### config.mk
export PLATFORM = sky130hd
export DESIGN_NAME = tp84_snd_mixer_flat
export DESIGN_NICKNAME = d
export VERILOG_FILES = /design/src/rtl/tp84_snd_mixer_if.sv /design/src/rtl/tp84_snd_mixer.sv /design/src/flat_wrapper.sv
export SDC_FILE = /design/constraint.sdc
export NUM_CORES = 1
export LEC_CHECK = 0
export BUFFER_PORTS_ARGS = -buffer_cell sky130_fd_sc_hd__buf_4
export CAP_MARGIN = 20
export CELL_PAD_IN_SITES_DETAIL_PLACEMENT = 0
export CELL_PAD_IN_SITES_GLOBAL_PLACEMENT = 2
export CORE_MARGIN = 2
export CORE_UTILIZATION = 41
export DETAILED_ROUTE_END_ITERATION = 10
export HOLD_SLACK_MARGIN = 0.15
export PLACE_DENSITY_LB_ADDON = 0.1
export SYNTH_ARGS = -nofsm -noshare
export SYNTH_HDL_FRONTEND = slang
export SYNTH_SLANG_ARGS = --single-unit
export TNS_END_PERCENT = 1
### constraint.sdc
create_clock -name clk -period 13.8 [get_ports clk]
set_input_delay 0.69 -clock clk [delete_from_list [all_inputs] [get_ports clk]]
set_output_delay 0.69 -clock clk [all_outputs]
set_load 0.1 [all_outputs]
### src/rtl/tp84_snd_mixer_if.sv
// Mixer channel/gain inputs and sample outputs bundled as one port.
// The mute signal exists only when TP84_MIX_SOFTMUTE_EN is defined.
interface tp84_snd_mixer_if #(
    parameter int unsigned NUM_CH = 4
);
    logic [NUM_CH*8-1:0] ch_in;
    logic [NUM_CH*8-1:0] ch_gain;
    logic signed [15:0]  out;
    logic                out_valid;
    logic                busy;
`ifdef TP84_MIX_SOFTMUTE_EN
    logic                mute;
`endif

    modport master (
`ifdef TP84_MIX_SOFTMUTE_EN
        output mute,
`endif
        output ch_in, ch_gain,
        input  out, out_valid, busy
    );

    modport slave (
`ifdef TP84_MIX_SOFTMUTE_EN
        input  mute,
`endif
        input  ch_in, ch_gain,
        output out, out_valid, busy
    );
endinterface

### src/rtl/tp84_snd_mixer.sv
// Time-multiplexed MAC sound mixer: one sample per DIV clocks, saturated to signed 16 bit.
// Optional soft-mute attenuator enabled by defining TP84_MIX_SOFTMUTE_EN.
module tp84_snd_mixer #(
    parameter int unsigned NUM_CH = 4,
    parameter int unsigned DIV    = 256,
    parameter int          SHIFT  = 1
) (
    input logic             clk,
    input logic             reset,
    tp84_snd_mixer_if.slave mix
);
    localparam int unsigned CntW = (DIV > 1) ? $clog2(DIV) : 1;
    localparam int unsigned IdxW = (NUM_CH > 1) ? $clog2(NUM_CH) : 1;
    localparam int          Sh   = 6 + SHIFT;

    localparam logic [1:0] StIdle = 2'd0;
    localparam logic [1:0] StAcc  = 2'd1;
    localparam logic [1:0] StOut  = 2'd2;

    localparam logic signed [19:0] SatMax = 20'sd32767;
    localparam logic signed [19:0] SatMin = -20'sd32768;

    logic [CntW-1:0]              div_cnt_q;
    logic                         tick;
    logic [1:0]                   state_q, state_d;
    logic [IdxW-1:0]              idx_q, idx_d;
    logic signed [19:0]           acc_q, acc_d;
    logic [NUM_CH-1:0][7:0]       ch_sh_q, ch_sh_d;
    logic [NUM_CH-1:0][7:0]       gain_sh_q, gain_sh_d;
    logic signed [15:0]           out_q, out_d;
    logic                         valid_q, valid_d;

    logic signed [8:0]            centred;
    logic signed [16:0]           prod;
    logic signed [19:0]           shifted;
    logic signed [15:0]           clamped;
    logic signed [15:0]           result;

    assign tick = (div_cnt_q == CntW'(DIV - 1));

    always_ff @(posedge clk or negedge reset) begin
        if (!reset) begin
            div_cnt_q <= '0;
        end else if (tick) begin
            div_cnt_q <= '0;
        end else begin
            div_cnt_q <= div_cnt_q + 1'b1;
        end
    end

    assign centred = $signed({1'b0, ch_sh_q[idx_q]}) - 9'sd128;
    assign prod    = centred * $signed({1'b0, gain_sh_q[idx_q]});
    assign shifted = acc_q >>> Sh;

    always_comb begin
        if (shifted > SatMax) begin
            clamped = 16'sh7fff;
        end else if (shifted < SatMin) begin
            clamped = -16'sh8000;
        end else begin
            clamped = shifted[15:0];
        end
    end

`ifdef TP84_MIX_SOFTMUTE_EN
    logic [6:0]         att_q, att_d;
    logic signed [23:0] scaled;
    logic signed [23:0] scaled_sh;

    // Attenuation ramps one step per sample period, so a full fade spans 64 samples.
    always_comb begin
        att_d = att_q;
        if (tick) begin
            if (mix.mute && att_q != 7'd0) begin
                att_d = att_q - 7'd1;
            end else if (!mix.mute && att_q != 7'd64) begin
                att_d = att_q + 7'd1;
            end
        end
    end

    always_ff @(posedge clk or negedge reset) begin
        if (!reset) begin
            att_q <= 7'd64;
        end else begin
            att_q <= att_d;
        end
    end

    assign scaled    = clamped * $signed({1'b0, att_q});
    assign scaled_sh = scaled >>> 6;
    assign result    = scaled_sh[15:0];
`else
    assign result = clamped;
`endif

    always_comb begin
        state_d   = state_q;
        idx_d     = idx_q;
        acc_d     = acc_q;
        ch_sh_d   = ch_sh_q;
        gain_sh_d = gain_sh_q;
        out_d     = out_q;
        valid_d   = 1'b0;
        case (state_q)
            StIdle: begin
                if (tick) begin
                    ch_sh_d   = mix.ch_in;
                    gain_sh_d = mix.ch_gain;
                    acc_d     = '0;
                    idx_d     = '0;
                    state_d   = StAcc;
                end
            end
            StAcc: begin
                acc_d = acc_q + {{3{prod[16]}}, prod};
                idx_d = idx_q + 1'b1;
                if (idx_q == IdxW'(NUM_CH - 1)) begin
                    state_d = StOut;
                end
            end
            StOut: begin
                out_d   = result;
                valid_d = 1'b1;
                state_d = StIdle;
            end
            default: state_d = StIdle;
        endcase
    end

    always_ff @(posedge clk or negedge reset) begin
        if (!reset) begin
            state_q   <= StIdle;
            idx_q     <= '0;
            acc_q     <= '0;
            ch_sh_q   <= '0;
            gain_sh_q <= '0;
            out_q     <= '0;
            valid_q   <= 1'b0;
        end else begin
            state_q   <= state_d;
            idx_q     <= idx_d;
            acc_q     <= acc_d;
            ch_sh_q   <= ch_sh_d;
            gain_sh_q <= gain_sh_d;
            out_q     <= out_d;
            valid_q   <= valid_d;
        end
    end

    assign mix.out       = out_q;
    assign mix.out_valid = valid_q;
    assign mix.busy      = (state_q != StIdle);
endmodule
### src/flat_wrapper.sv
// flat-port wrapper written by rule: the top's interface ports become plain ports
module tp84_snd_mixer_flat 
#(
    parameter int unsigned NUM_CH = 4,
    parameter int unsigned DIV    = 256,
    parameter int          SHIFT  = 1
)
  (clk, reset, mix_ch_in, mix_ch_gain, mix_out, mix_out_valid, mix_busy);
  tp84_snd_mixer_if #(.NUM_CH(NUM_CH)) mix_i ();
  input logic clk;
  input logic reset;
  input wire logic [$bits(mix_i.ch_in)-1:0] mix_ch_in;
  input wire logic [$bits(mix_i.ch_gain)-1:0] mix_ch_gain;
  output wire logic [$bits(mix_i.out)-1:0] mix_out;
  output wire logic [$bits(mix_i.out_valid)-1:0] mix_out_valid;
  output wire logic [$bits(mix_i.busy)-1:0] mix_busy;
  assign mix_i.ch_in = mix_ch_in;
  assign mix_i.ch_gain = mix_ch_gain;
  assign mix_out = mix_i.out;
  assign mix_out_valid = mix_i.out_valid;
  assign mix_busy = mix_i.busy;
  tp84_snd_mixer #(.NUM_CH(NUM_CH), .DIV(DIV), .SHIFT(SHIFT)) u_core (.clk(clk), .reset(reset), .mix(mix_i));
endmodule
# Yosys cells after proc, flatten, opt, wreduce, memory -nomap -nowiden
# Cells that the tools add are included.
classes:
  n_addsub: 4
  multipliers: 1
  magnitude_cmp: 3
  n_eq_ne: 6
  mux: 15
  n_reduce_logical: 6
ops:
  columns: ["op", "n"]
  rows:
  - ["one-hot mux 20 bit (2 select lines)", 1]
  - ["binary-select mux 8 bit (select 2 bit)", 2]
  - ["two-way mux 16 bit", 2]
  - ["two-way mux 8 bit", 3]
  - ["adder 20 bit", 1]
  - ["two-way mux 20 bit", 1]
  - ["multiplier 9 x 9 -> 17 bit", 1]
  - ["> comparator 13 x 16 -> 1 bit, second input constant", 1]
  - ["< comparator 13 x 16 -> 1 bit, second input constant", 1]
  - ["subtractor 8 x 8 -> 9 bit, second input constant", 1]
  - ["adder 8 x 1 -> 8 bit, second input constant", 1]
  - ["equality test 8 bit, second input constant", 1]
  - ["one-hot mux 2 bit (2 select lines)", 2]
  - ["two-way mux 2 bit", 3]
  - ["AND reduction 2 bit", 3]
  - ["equality test 2 bit, second input constant", 2]
  - ["!= test 2 x 1 -> 1 bit, second input constant", 2]
  - ["nonzero test 2 bit", 2]
  - ["< comparator 2 x 3 -> 1 bit, second input constant", 1]
  - ["adder 2 x 1 -> 2 bit, second input constant", 1]
  - ["equality test 2 x 1 -> 1 bit, second input constant", 1]
  - ["zero test 2 bit", 1]
  - ["two-way mux 1 bit", 1]
word_totals:
  regBits: 113
  inputBits: 66
  output_inout_bits: 18
  word_cells: 49

# Logic depth before layout (Yosys ltp)
logic_depth:
  ltp_word: 6
  mapped_depth: 28
  ltp_nobuf: 27

# Worst setup path before layout
# No wires, ideal clock.
synth_timing:
  path_kind: "register to register"
  startpoint: "register u_core.idx_q[0]"
  endpoint: "register u_core.acc_q[19]"
  setup_ps: 80
  t_arrival_ps: 6566
  t_required_ps: 13720
  path_slack_ps: 7153
  path_stages_with_launch: 29
  path_buffers: 2
  synth_period_minus_slack_ps: 6647
  cell_sequence: "dfrtp_1 -> buf_2 -> buf_2 -> mux4_2 -> nor2b_1 -> fa_1 -> inv_1 -> fa_1 -> inv_1 -> fa_1 -> inv_1 -> fa_1 -> inv_1 -> ha_1 -> and2_1 -> nand2_1 -> nor2_1 -> a21oi_1 -> o211ai_1 -> o31ai_1 -> xnor2_1 -> ha_1 -> and2_1 -> o21a_1 -> o21ai_0 -> a31oi_1 -> a211o_1 -> and2_1 -> o211ai_2"
synth_via:
  elab_chain_cells: 6
  word_cells_on_any_way: 8
  classes_between: "add/sub: 2; mul: 1; mux: 5"
synth_lines:
  columns: ["element", "line_no", "text"]
  rows:
  - ["from (decl)", "tp84_snd_mixer.sv:26", "logic [IdxW-1:0] idx_q, idx_d;"]
  - ["from (signal assigned)", "tp84_snd_mixer.sv:142", "idx_q <= idx_d;"]
  - ["binary-select mux 8 bit (select 2 bit)", "tp84_snd_mixer.sv:51", "assign centred = $signed({1'b0, ch_sh_q[idx_q]}) - 9'sd128;"]
  - ["two-way mux 8 bit (not written as such)", "tp84_snd_mixer.sv:51", null]
  - ["subtractor 8 x 8 -> 9 bit", "tp84_snd_mixer.sv:51", null]
  - ["multiplier 9 x 9 -> 17 bit (*)", "tp84_snd_mixer.sv:52", "assign prod = centred * $signed({1'b0, gain_sh_q[idx_q]});"]
  - ["adder 20 bit (*)", "tp84_snd_mixer.sv:116", "acc_d = acc_q + {{3{prod[16]}}, prod};"]
  - ["one-hot mux 20 bit (2 select lines) (*)", "tp84_snd_mixer.sv:105", "case (state_q)"]
  - ["to (signal assigned)", "tp84_snd_mixer.sv:135", "acc_q <= '0;"]
  - ["to (signal assigned)", "tp84_snd_mixer.sv:143", "acc_q <= acc_d;"]
  - ["to (decl)", "tp84_snd_mixer.sv:27", "logic signed [19:0] acc_q, acc_d;"]
# Every way passes the cells marked *; elsewhere a longest branch is shown, timed or not. The select of a mux whose other input is x is not followed.
# A chain may end at the register's enable or synchronous reset.

# Worst setup path after layout
layout_timing:
  startpoint: "register u_core.idx_q[1]"
  endpoint: "register u_core.acc_q[19]"
# The elaborated chain is that of the path after synthesis.

==> implementation parameters <==
Parameter                              Value

Status
  Run status    finished, final reports clean

Logic synthesis
  Post-synth EDFFs    0
  Warning count from the yosys run    0
  Most used DFF post-synth    sky130_fd_sc_hd__dfrtp_1
  Proportion of register bits with asynchronous set or reset after synthesis    1.00
  Post-Synthesis Net Count    1,055
  Cell area after synthesis    0.00814 mm^2
  Avg Inst Size Synth    about 9 um^2
  Sequential element share of the synthesized area    0.341
  Synth Instances    879
  Yosys reg bits    111
  Number of library cell types mapped by synthesis    51

Placement
  # port buffers    83
  RePlAce Congestion    slightly above 0.8
  Placed inst area    0.00903 mm^2
  Half-perimeter wire length of the detailed placement result    14,300 um

Worst setup path
  Setup crit start kind    register
  Crit path required time    14.07 ns
  Worst-case reg-to-reg path depth    25
  Type of the setup path with the least slack    reg -> reg
  Endpoint of the lowest-slack register-to-register path    u_core.acc_q[19]$_DFFE_PN0P_
  Biggest fanout along the worst timing path    18
  Reg2reg setup slack    6.70 ns
  Endpoint class of the critical path    register
  Data arrival time of the critical path    7.37 ns
  Critical register-to-register path startpoint    u_core.idx_q[1]$_DFFE_PN0P_

Drt
  Via count of the routed design    5,992
  Number of iterations in the first detailed-routing pass    4
  Vias per std cell    4.91
  Overall routed net length    approximately 19,000 um
  Post-detailed-route wirelength per cell    15.4 um
  Total DRC errors in the routed layout    0
  Iter 0 DRT Violations    217
  Count of nets left with antenna violations after detail routing    0

Global route
  Number of global-route vias before repair    about 6,400
  Number of antenna violations at the first check in global routing    0
  Maximum number of pins on one net before global-route repair    79
  Global route total overflow    0
  Total Routing Usage GR    0.187
  Wire length of the first global-routing pass    31,800 um

STA
  Max Freq    141 MHz
  Sum of negative setup slack    0 ns
  Worst slew margin relative to its limit    0.373
  Final Hold Violating Endpoints    0
  Final setup skew    0.0174 ns
  Unrepaired setup endpoints after global routing    no
  Portion of the clock cycle consumed by the worst path in the final layout    0.514
  Minimum clock period after layout    7.10 ns
  Finish-stage setup viols    0
  Hold_ws    0.295 ns
  Max-slew violation count    0
  Worst slew pin tran    0.941 ns

Final layout
  Multi-input combinational cell area    0.00487 mm^2
  Final Net Count    approximately 1,100
  Area of all sequential standard cells    between 0.002 and 0.003 mm^2
  Post-route standard cell area excluding fillers    0.00932 mm^2
  FILL cells    between 1,500 and 2,000
  Proportion of layout cells with a drive suffix above 1    0.148
  Diodes inserted    0
  Synth-to-layout area growth    14.5%

Min path
  Class of the worst hold path    in -> async

Floorplan
  Number of top-level pins    84
  Total number of placement rows    51
  Die Span X    145 um
  Area enclosed by the die boundary    about 0.021 mm^2
  Core Box Area    0.0195 mm^2
  Initial Util    0.418
  Vertical die dimension    145 um

Clock network
  Num CTS Buffers    9
  Post-CTS Hold Buffers    0
  CTS root buf    sky130_fd_sc_hd__clkbuf_16
  Clock insertion delay at the later pin of the skew report    0.37 ns
  H-tree levels    3
  TritonCTS clock tree    yes
  CTS sink count    111
  Clock transition at the registers of the reported paths    approximately 0.070 ns
  Deepest clock path buffer count    2
  Number of buffers added for setup after CTS    0
  # resized after CTS    0

Pwr
  Leakage power of the design    4.52 nW
  Largest voltage drop on the vdd net    60.4 uV
  PD cells    around 65 mW/mm^2

Job
  Count of maximum capacitance violations    0
## metrics by stage
step / worst slack (ns) / util / cells / total power (W)
CTS: 6.62 / 0.479 / 1220 / 0.000619
finish: 6.70 / 0.479 / 1220 / 0.000610
detailed placement: 6.67 / 0.464 / 1204 / 0.000353
global placement: 6.66 / 0.464 / 1204 / 0.000353
global route: 6.15 / 0.479 / 1220 / 0.000634
floorplan: 7.15 / - / 879 / 0.000332
## sequential cells by signal, summed over array words and instances, names as in the netlist
name,flops
u_core.acc_q,20
u_core.mix.out,14
u_core.mix.out_valid,1
u_core.state_q,2
u_core.ch_sh_q,32
u_core.div_cnt_q,8
u_core.idx_q,2
u_core.gain_sh_q,32
## metal layers
metal  wire length [um]  vias up  track usage
li1                   -     2994            -
met1               9070     2883        0.259
met2               8870      102        0.309
met3                581       13       0.0264
met4                249        0       0.0510
met5                  0        -            0
## worst max path at each step
| stage | start | slack [ns] | cells past startpoint | end |
|---|---|---|---|---|
| final | u_core.idx_q[1]$_DFFE_PN0P_ | 6.70 | 25 | u_core.acc_q[19]$_DFFE_PN0P_ |
| after global placement | u_core.idx_q[1]$_DFFE_PN0P_ | 6.66 | 25 | u_core.acc_q[19]$_DFFE_PN0P_ |
| after global routing | u_core.idx_q[1]$_DFFE_PN0P_ | 6.15 | 25 | u_core.acc_q[19]$_DFFE_PN0P_ |
| after detailed placement | u_core.idx_q[1]$_DFFE_PN0P_ | 6.67 | 25 | u_core.acc_q[19]$_DFFE_PN0P_ |
| after CTS | u_core.idx_q[1]$_DFFE_PN0P_ | 6.62 | 25 | u_core.acc_q[19]$_DFFE_PN0P_ |
| after floorplan | u_core.idx_q[0]$_DFFE_PN0P_ | 7.15 | 28 | u_core.acc_q[19]$_DFFE_PN0P_ |
## worst max-delay path, cell delays in order (launching register included)
cell,delay [ns]
sky130_fd_sc_hd__dfrtp_1,0.87
sky130_fd_sc_hd__mux4_2,0.54
sky130_fd_sc_hd__nand2b_1,0.17
sky130_fd_sc_hd__inv_1,0.10
sky130_fd_sc_hd__fa_1,0.53
sky130_fd_sc_hd__inv_1,0.12
sky130_fd_sc_hd__fa_1,0.54
sky130_fd_sc_hd__inv_1,0.05
sky130_fd_sc_hd__fa_1,0.53
sky130_fd_sc_hd__inv_1,0.05
sky130_fd_sc_hd__fa_1,0.53
sky130_fd_sc_hd__inv_1,0.05
sky130_fd_sc_hd__ha_1,0.32
sky130_fd_sc_hd__a21oi_1,0.27
sky130_fd_sc_hd__nand2_1,0.09
sky130_fd_sc_hd__a31oi_1,0.23
sky130_fd_sc_hd__o21ai_0,0.17
sky130_fd_sc_hd__and2_1,0.21
sky130_fd_sc_hd__ha_1,0.37
sky130_fd_sc_hd__a21o_1,0.21
sky130_fd_sc_hd__o21a_1,0.18
sky130_fd_sc_hd__o21ai_0,0.17
sky130_fd_sc_hd__a31oi_1,0.08
sky130_fd_sc_hd__a211o_1,0.29
sky130_fd_sc_hd__and2_1,0.15
sky130_fd_sc_hd__o211ai_2,0.16
## where the power goes
group | switching (W) | internal [W]
combinational | 0.00000914 | 0.0000118
sequential | 0 | 0.000325
clock | 0.000136 | 0.000128
## area by class of cell
type / instances / share of cell area
Sequential cell: 111 / 0.298
Tap cell: 265 / 0.0356
Timing Repair Buffer: 90 / 0.0725
Multi-Input combinational cell: 638 / 0.522
Clock inverter: 6 / 0.00671
Clock buffer: 10 / 0.0246
Inverter: 100 / 0.0403
## cell usage in the layout, fill, tap and decap left out, drive strengths merged, types with 3 or more instances in the layout
cell | netlist | layout
dfrtp | 111 | 111
fa | 55 | 55
and2 | 44 | 44
nand3 | 19 | 19
buf | 11 | 90
o21bai | 3 | 3
clkinv | 0 | 3
a21o | 7 | 7
nor3 | 8 | 8
mux4 | 16 | 16
nor2 | 20 | 20
a211oi | 8 | 8
nand2 | 240 | 240
nor2b | 10 | 10
inv | 100 | 103
a21oi | 22 | 22
o21a | 6 | 6
o211ai | 7 | 7
xnor2 | 19 | 19
ha | 55 | 55
clkbuf | 19 | 10
o31ai | 4 | 4
or4 | 3 | 3
xor2 | 11 | 11
o21ai | 34 | 34
mux2 | 12 | 12
nand2b | 10 | 10
## logic make-up (layout without fill, tap and decap cells)
kind of cell,count (synthesis),in the layout,share of synthesized area
simple gates,363,363,0.197
buf+inv,130,206,0.0621
flops,111,111,0.341
fa+ha+maj,110,110,0.220
compound gates,105,105,0.0844
xor+xnor,30,30,0.0323
mux,30,30,0.0633
## cells in the mapped netlist (all sizes together) (12+ instances only)
| library cell | number | area (um^2) |
|---|---|---|
| nand2 | 240 | 901 |
| dfrtp | 111 | 2780 |
| inv | 100 | 375 |
| fa | 55 | 1100 |
| ha | 55 | 688 |
| and2 | 44 | 275 |
| o21ai | 34 | 174 |
| a21oi | 22 | 110 |
| nor2 | 20 | 75.1 |
| clkbuf | 19 | 71.3 |
| nand3 | 19 | 95.1 |
| xnor2 | 19 | 166 |
| mux4 | 16 | 360 |
| mux2 | 12 | 135 |
Power figures use the tool's default switching activity.
